## src/rtl/serial_adder_pkg.sv

```systemverilog
// serial_adder_pkg
//   Shared definitions for the bit-serial adder/subtractor.
//   - state_t   : controller states (IDLE, SHIFT, DONE)
//   - WIDTH_DEF : default operand/result width
package serial_adder_pkg;

    localparam int WIDTH_DEF = 8;

    typedef enum logic [1:0] {
        IDLE  = 2'd0,
        SHIFT = 2'd1,
        DONE  = 2'd2
    } state_t;

endpackage

```

## src/rtl/full_adder.sv

```systemverilog
// full_adder
//   One-bit full adder, purely combinational.
//   Ports: a, b, cin (inputs), sum, cout (outputs).
module full_adder (
    input  logic a,
    input  logic b,
    input  logic cin,
    output logic sum,
    output logic cout
);

    logic w_p;

    assign w_p  = a ^ b;
    assign sum  = w_p ^ cin;
    assign cout = (a & b) | (cin & w_p);

endmodule

```

## src/rtl/serial_adder.sv

```systemverilog
// serial_adder
//   Bit-serial add/subtract, LSB first, one full-adder step per clock.
//   Ports:
//     clk, rst_n        : clock, asynchronous active-low reset
//     start             : request an operation (sampled in IDLE only)
//     a, b, cin, sub    : operands, carry/borrow-in, 0=add 1=subtract
//     busy              : high while bits are being processed (SHIFT)
//     done              : one-cycle pulse, results valid (DONE)
//     sum, cout, ovf    : result, raw MSB carry-out, signed overflow;
//                         held until the next accepted start
module serial_adder
    import serial_adder_pkg::*;
#(
    parameter int WIDTH = WIDTH_DEF
) (
    input  logic             clk,
    input  logic             rst_n,
    input  logic             start,
    input  logic [WIDTH-1:0] a,
    input  logic [WIDTH-1:0] b,
    input  logic             cin,
    input  logic             sub,
    output logic             busy,
    output logic             done,
    output logic [WIDTH-1:0] sum,
    output logic             cout,
    output logic             ovf
);

    localparam int CNT_W = (WIDTH > 1) ? $clog2(WIDTH) : 1;

    state_t           r_state;
    state_t           w_state_nxt;
    logic [WIDTH-1:0] r_a;
    logic [WIDTH-1:0] r_b;
    logic [WIDTH-1:0] r_sum;
    logic [CNT_W-1:0] r_cnt;
    logic             r_carry;
    logic             r_cout;
    logic             r_ovf;

    logic             w_accept;
    logic             w_last;
    logic             w_fa_sum;
    logic             w_fa_cout;

    assign w_accept = (r_state == IDLE) && start;
    assign w_last   = (r_cnt == CNT_W'(WIDTH - 1));

    // ------------------------------------------------------------------
    // Controller
    // ------------------------------------------------------------------
    always_ff @(posedge clk or negedge rst_n) begin
        if (!rst_n) r_state <= IDLE;
        else        r_state <= w_state_nxt;
    end

    always_comb begin
        w_state_nxt = r_state;
        busy        = 1'b0;
        done        = 1'b0;
        case (r_state)
            IDLE: begin
                if (start) w_state_nxt = SHIFT;
            end
            SHIFT: begin
                busy = 1'b1;
                if (w_last) w_state_nxt = DONE;
            end
            DONE: begin
                done        = 1'b1;
                w_state_nxt = IDLE;
            end
            default: w_state_nxt = IDLE;
        endcase
    end

    // ------------------------------------------------------------------
    // Datapath: one full-adder step on the LSBs of the operand shifters
    // ------------------------------------------------------------------
    full_adder u_fa (
        .a    (r_a[0]),
        .b    (r_b[0]),
        .cin  (r_carry),
        .sum  (w_fa_sum),
        .cout (w_fa_cout)
    );

    always_ff @(posedge clk or negedge rst_n) begin
        if (!rst_n) begin
            r_a     <= '0;
            r_b     <= '0;
            r_sum   <= '0;
            r_cnt   <= '0;
            r_carry <= 1'b0;
            r_cout  <= 1'b0;
            r_ovf   <= 1'b0;
        end else if (w_accept) begin
            // Subtract is folded in here: B is stored inverted and the
            // initial carry is cin^sub, so the serial loop only ever adds.
            r_a     <= a;
            r_b     <= sub ? ~b : b;
            r_carry <= cin ^ sub;
            r_cnt   <= '0;
            r_sum   <= '0;
            r_cout  <= 1'b0;
            r_ovf   <= 1'b0;
        end else if (r_state == SHIFT) begin
            r_a     <= r_a >> 1;
            r_b     <= r_b >> 1;
            // Result bits enter at the top; after WIDTH steps bit 0 sits at LSB.
            r_sum   <= {w_fa_sum, r_sum[WIDTH-1:1]};
            r_carry <= w_fa_cout;
            r_cnt   <= r_cnt + 1'b1;
            if (w_last) begin
                r_cout <= w_fa_cout;
                // r_carry is the carry into the MSB on this step.
                r_ovf  <= r_carry ^ w_fa_cout;
            end
        end
    end

    assign sum  = r_sum;
    assign cout = r_cout;
    assign ovf  = r_ovf;

endmodule
```

## config.mk

```make
export PLATFORM = sky130hd
export DESIGN_NAME = serial_adder
export DESIGN_NICKNAME = d
export VERILOG_FILES = /design/src/rtl/serial_adder_pkg.sv /design/src/rtl/full_adder.sv /design/src/rtl/serial_adder.sv
export SDC_FILE = /design/constraint.sdc
export NUM_CORES = 1
export LEC_CHECK = 0
export CAP_MARGIN = 20
export CELL_PAD_IN_SITES_DETAIL_PLACEMENT = 0
export CELL_PAD_IN_SITES_GLOBAL_PLACEMENT = 1
export CORE_MARGIN = 5
export CORE_UTILIZATION = 35
export DETAILED_ROUTE_END_ITERATION = 6
export GPL_TIMING_DRIVEN = 0
export PLACE_DENSITY_LB_ADDON = 0.1
export SLEW_MARGIN = 20
export SYNTH_ARGS = -nofsm -noshare
export SYNTH_HDL_FRONTEND = slang
export SYNTH_SLANG_ARGS = --single-unit
```

## constraint.sdc

```tcl
create_clock -name clk -period 2.05 [get_ports clk]
set_input_delay 0.3075 -clock clk [delete_from_list [all_inputs] [get_ports clk]]
set_output_delay 0.3075 -clock clk [all_outputs]
set_load 0.02 [all_outputs]
```

* Word level (Yosys, flattened, before mapping)
Cells that the tools add are included.
Cells by class: reduce and logical (&&, ||, !) cells 6, muxes and demuxes 22, add/subtract/negate cells 1, eq/ne operators 5, bitwise gates (word level) 8
Operators by type and width (number):
- 8-bit two-way mux | 7
- 1-bit two-way mux | 10
- 8-bit NOT | 1
- 3-bit two-way mux | 2
- 2-bit two-way mux | 2
- 2-bit inequality test (second input constant) | 2
- 2-bit case mux with 2 select lines | 1
- 2-bit AND reduction | 2
- 2-bit nonzero test | 2
- 1-bit bitwise XOR | 4
- 3-bit by 1-bit adder with 3-bit output (second input constant) | 1
- 3-bit equality test (second input constant) | 1
- 1-bit AND | 2
- 2-bit by 1-bit equality test with 1-bit output (second input constant) | 1
- 2-bit equality test (second input constant) | 1
- 2-bit zero test | 1
- 1-bit logical AND | 1
- 1-bit bitwise OR | 1
Word-level totals: output and inout bits 12, bits of input ports 21, flip-flop bits (word level) 32, logic and storage cells 50

* Logic depth before layout (Yosys ltp)
depth after elaboration 7, gate-level depth with buffers 6, depth with buffers taken out 5

* Modules after synthesis
Synthesis repeated with hierarchy kept, for this count alone.
Second synthesis, totals: cell total of the unflattened synthesis 151, area, all modules 1505.2 um^2
Modules (own cells, without submodules):
- serial_adder | times used 1, cells each 150, area an instance 1485.2 um^2
- full_adder | times used 1, cells each 1, area an instance 20.0 um^2

* Least setup slack after synthesis
OpenSTA, ideal clock, no wires.
path type register to register, start register r_carry, end register r_ovf, in the netlist ovf, slack 0.576 ns, period minus slack after synthesis 1.474 ns, buffers on the path 0, data arrival time 1.348 ns, cell stages (with the launch flop) 4, setup time 0.126 ns, cells stage by stage dfrtp_1 -> fa_1 -> xor2_1 -> a221o_1
On the way: longest elaborated chain between the ends 6
RTL lines:
- start: declaration | line serial_adder.sv:38 | logic r_carry;
- start signal: assignment | line serial_adder.sv:103 | r_carry <= cin ^ sub;
- start signal: assignment | line serial_adder.sv:113 | r_carry <= w_fa_cout;
- 1-bit AND | line full_adder.sv:16 | assign cout = (a & b) | (cin & w_p);
- 1-bit bitwise OR | line full_adder.sv:16
- 1-bit bitwise XOR (*) | line serial_adder.sv:118 | r_ovf <= r_carry ^ w_fa_cout;
- 1-bit two-way mux (*) | line serial_adder.sv:115 | if (w_last) begin
- 1-bit two-way mux (*) | line serial_adder.sv:108 | end else if (r_state == SHIFT) begin
- 1-bit two-way mux (*) | line serial_adder.sv:98 | end else if (w_accept) begin
- end signal: assignment | line serial_adder.sv:118
- end: declaration | line serial_adder.sv:40 | logic r_ovf;
Every way passes the cells marked *; elsewhere a longest branch is shown, timed or not. The select of a mux whose other input is x is not followed. A chain may end at the register's enable or synchronous reset.

* Worst setup path in the final report
start register r_state[0], end output done
On the way: longest elaborated chain between the ends 2
RTL lines:
- start: declaration | line serial_adder.sv:32 | state_t r_state;
- start signal: assignment | line serial_adder.sv:55 | else r_state <= w_state_nxt;
- 2-bit equality test | line serial_adder.sv:62 | case (r_state)
- 1-bit two-way mux | line serial_adder.sv:62
- end: declaration | line serial_adder.sv:24 | output logic done,
No other way between the ends.

==> qor.json <==
{
  "finalSetupViolCount": 0,
  "tritoncts_clock_tree": "built",
  "maxSlewHeadroom_pct": 72.0,
  "layout_commonest_cell": "sky130_fd_sc_hd__dfrtp_1",
  "status": "completed",
  "number_of_placement_rows": 23,
  "timing.fmax_ghz": 0.540,
  "clk_path_buf_depth": 2,
  "worst_slack_ns": 0.200,
  "h-tree-depth": 2,
  "cts_root_buffer": "sky130_fd_sc_hd__clkbuf_8",
  "worst_hold_path_type": "input pin to flop",
  "initial_core_util_pct": 36.8,
  "synthesized_cell_area_sq_um": 1490,
  "cts_inserted_buffers": 5,
  "avgSynthCellArea_sq_um": 11.5,
  "drt-wirelength-per-cell_um": 14.7,
  "synth.net_count": 154,
  "hold_slack_ns": 0.423,
  "via_to_cell_ratio": 5.12,
  "worst_ep_required_time_ns": 1.74,
  "pwr-share-seq_pct": 39.5,
  "synthToLayoutAreaGrowth_pct": 32.4,
  "cp.buffers_inverters": 3,
  "fin_crit_ns": 1.85,
  "timing.final.hold_violations": 0,
  "synth.lib_cells_used.distinct": 32,
  "power_density_nw_per_um2": 1350,
  "finish.net_count": 193,
  "antennaDiodeCount": 0,
  "finalSetupTns_ns": 0,
  "i_o_pin_total": 33,
  "path_delay_family": "buffers and inverters",
  "ys_ff_latch": 32,
  "clkLatencyLatePin_ns": 0.28,
  "leakagePower_nw": 0.854,
  "overall_track_demand_over_capacity_in_global_routing_pct": 12.5,
  "timing.critical_path.slowest_stage_cell": "sky130_fd_sc_hd__dfrtp_1",
  "switching_power_w": 0.000934,
  "total_die_area_sq_um": 5670,
  "layout_common_cells": "sky130_fd_sc_hd__dfrtp_1, sky130_fd_sc_hd__clkdlybuf4s50_1, sky130_fd_sc_hd__nand2_1",
  "max-vdd-ir-drop_mv": 0.423,
  "die_x_um": 75.3,
  "path_cells": "buf_2 > buf_4 > nor2_1 > dlygate4sd2_1",
  "path_clk_slew_ns": 0.06,
  "min_period_over_period_pct": 90.3,
  "arrival_ns": 1.54,
  "worst_slew_pin_slew_ns": 0.421,
  "grt_first_pass_wirelength_um": 5380,
  "drive_gt1_share_pct": 13.5,
  "pwr-share-clk_pct": 18.3,
  "sw_frac_of_total_pct": 35.0,
  "combinationalPowerShare_pct": 42.2,
  "detail-route-antenna-nets": 0,
  "kind_of_capture_point_of_the_worst_setup_path": "output pin",
  "grt_setup_unrepaired": "no",
  "synth.yosys.seq_area_share_pct": 53.6,
  "dr_total_vias": 1127,
  "drt_drc_violations_left": 0,
  "preCtsSetupSlack_ns": 0.216,
  "place.port_buffers": 30,
  "crit_path_start_kind": "flop",
  "post-dp-hpwl_um": 2360,
  "max_stage_delay_ns": 0.42,
  "final_core_utilization_pct": 48.7,
  "grt_max_degree": 20,
  "internal_power_w": 0.00173,
  "clock_sinks": 32,
  "timing.final.max_slew_violations": 0,
  "routed_wirelength_um": 3240,
  "criticalPathCategory": "flop to output pin",
  "global_route.overflow_total": 0,
  "maximum_fanout_encountered_on_the_critical_timing_path": 10,
  "core_area_sq_um": 4060,
  "grt_antenna_before_repair": 0,
  "first_global_vias": 1140,
  "synth.yosys.warnings": 0,
  "drt_pass1_iterations": 4,
  "routabilityCongestion": 0.730,
  "timing.clock.skew_ns": 0.00548,
  "die_h_um": 75.3,
  "cap_violations": 0,
  "drt_iter0_drc": 58,
  "syn_inst": 130
}
## final cells by class
class                      instances  area, sq um
timing repair buffer              32          330
clock buffer                       8         90.1
multi-input combinational         87          622
sequential                        32          801
inverter                           1         3.75
tap                               50         62.6
buffer                            10         66.3
fill                             380         2080
## cell usage after synthesis (all sizes together)
library cell	instances	share of area (%)
a21oi	1	0.33
a221o	1	0.67
a22o	11	6.5
a22oi	9	4.5
a31o	1	0.59
a31oi	1	0.42
a32o	1	0.67
and2	1	0.59
and2b	1	0.50
and3b	1	0.59
buf	8	3.9
clkbuf	2	0.59
dfrtp	32	54
fa	1	1.3
ha	2	1.7
inv	1	0.25
mux2	1	0.75
nand2	22	5.7
nor2	3	0.75
nor2b	3	1.8
o211ai	2	1.0
o21ai	8	2.7
o21bai	1	1.3
o221ai	6	3.5
xnor2	9	5.3
xor2	1	0.59
## state kept, by name, summed over array words and instances, names as in the netlist
name and cells:
r_cnt 3, r_b 8, r_carry 1, ovf 1, sum 8, cout 1, r_state 2, r_a 8
## logic make-up after synthesis
kind of cell    count (synthesis)  synth area share [%]
buf+inv                        11                  4.69
flops                          32                  53.6
simple gates                   31                  9.89
compound gates                 42                  22.1
fa+ha+maj                       3                  3.02
mux                             1                 0.754
xor+xnor                       10                  5.87
## final timing paths
path,startpoint,endpoint,slack [ns],cells past startpoint
hold reg to reg,r_b[7],r_b[7],0.48,2
setup / recovery,r_state[0],done,0.20,4
max in group asynchronous,rst_n,r_b[2],1.14,3
setup reg to reg,r_carry,ovf,0.50,3
min in group asynchronous,rst_n,r_cnt[0],0.48,2
hold / removal,start,r_a[7],0.42,2
## power groups by stage
stage                     clock network (W)  registers (W)  logic [W]
final                              0.000489        0.00105    0.00113
after global routing               0.000541        0.00108    0.00123
after CTS                          0.000507        0.00106    0.00114
after detailed placement                  0        0.00106    0.00115
after global placement                    0        0.00105    0.00113
after floorplan                           0        0.00113   0.000652
## timing repair
item                                   4_1_cts  5_1_grt
gates resized for setup                      2        0
endpoints found under the hold margin       13        0
buffers inserted                             0        0
setup endpoints to repair                    2        0
hold buffers                                 1        0
## metrics by stage
step | cell area (sq um) | power, W | instances
finish | 1980 | 0.00267 | 220
detailed placement | 1880 | 0.00221 | 211
global placement | 1860 | 0.00218 | 210
CTS | 1980 | 0.00271 | 220
global route | 1980 | 0.00285 | 220
floorplan | 1490 | 0.00179 | 130
## worst reg2reg max path: stages (launching register included)
cell                      delay (ns)
sky130_fd_sc_hd__dfrtp_1        0.43
sky130_fd_sc_hd__fa_1           0.50
sky130_fd_sc_hd__xor2_1         0.19
sky130_fd_sc_hd__a221o_1        0.32
## layer usage
metal  track usage (%)  share of wire, %
met2              19.8                47
met1              16.1                46
met4              4.47               1.3
met3              4.22               5.4
met5                 0                 0
(Power assumes the default switching activity.)
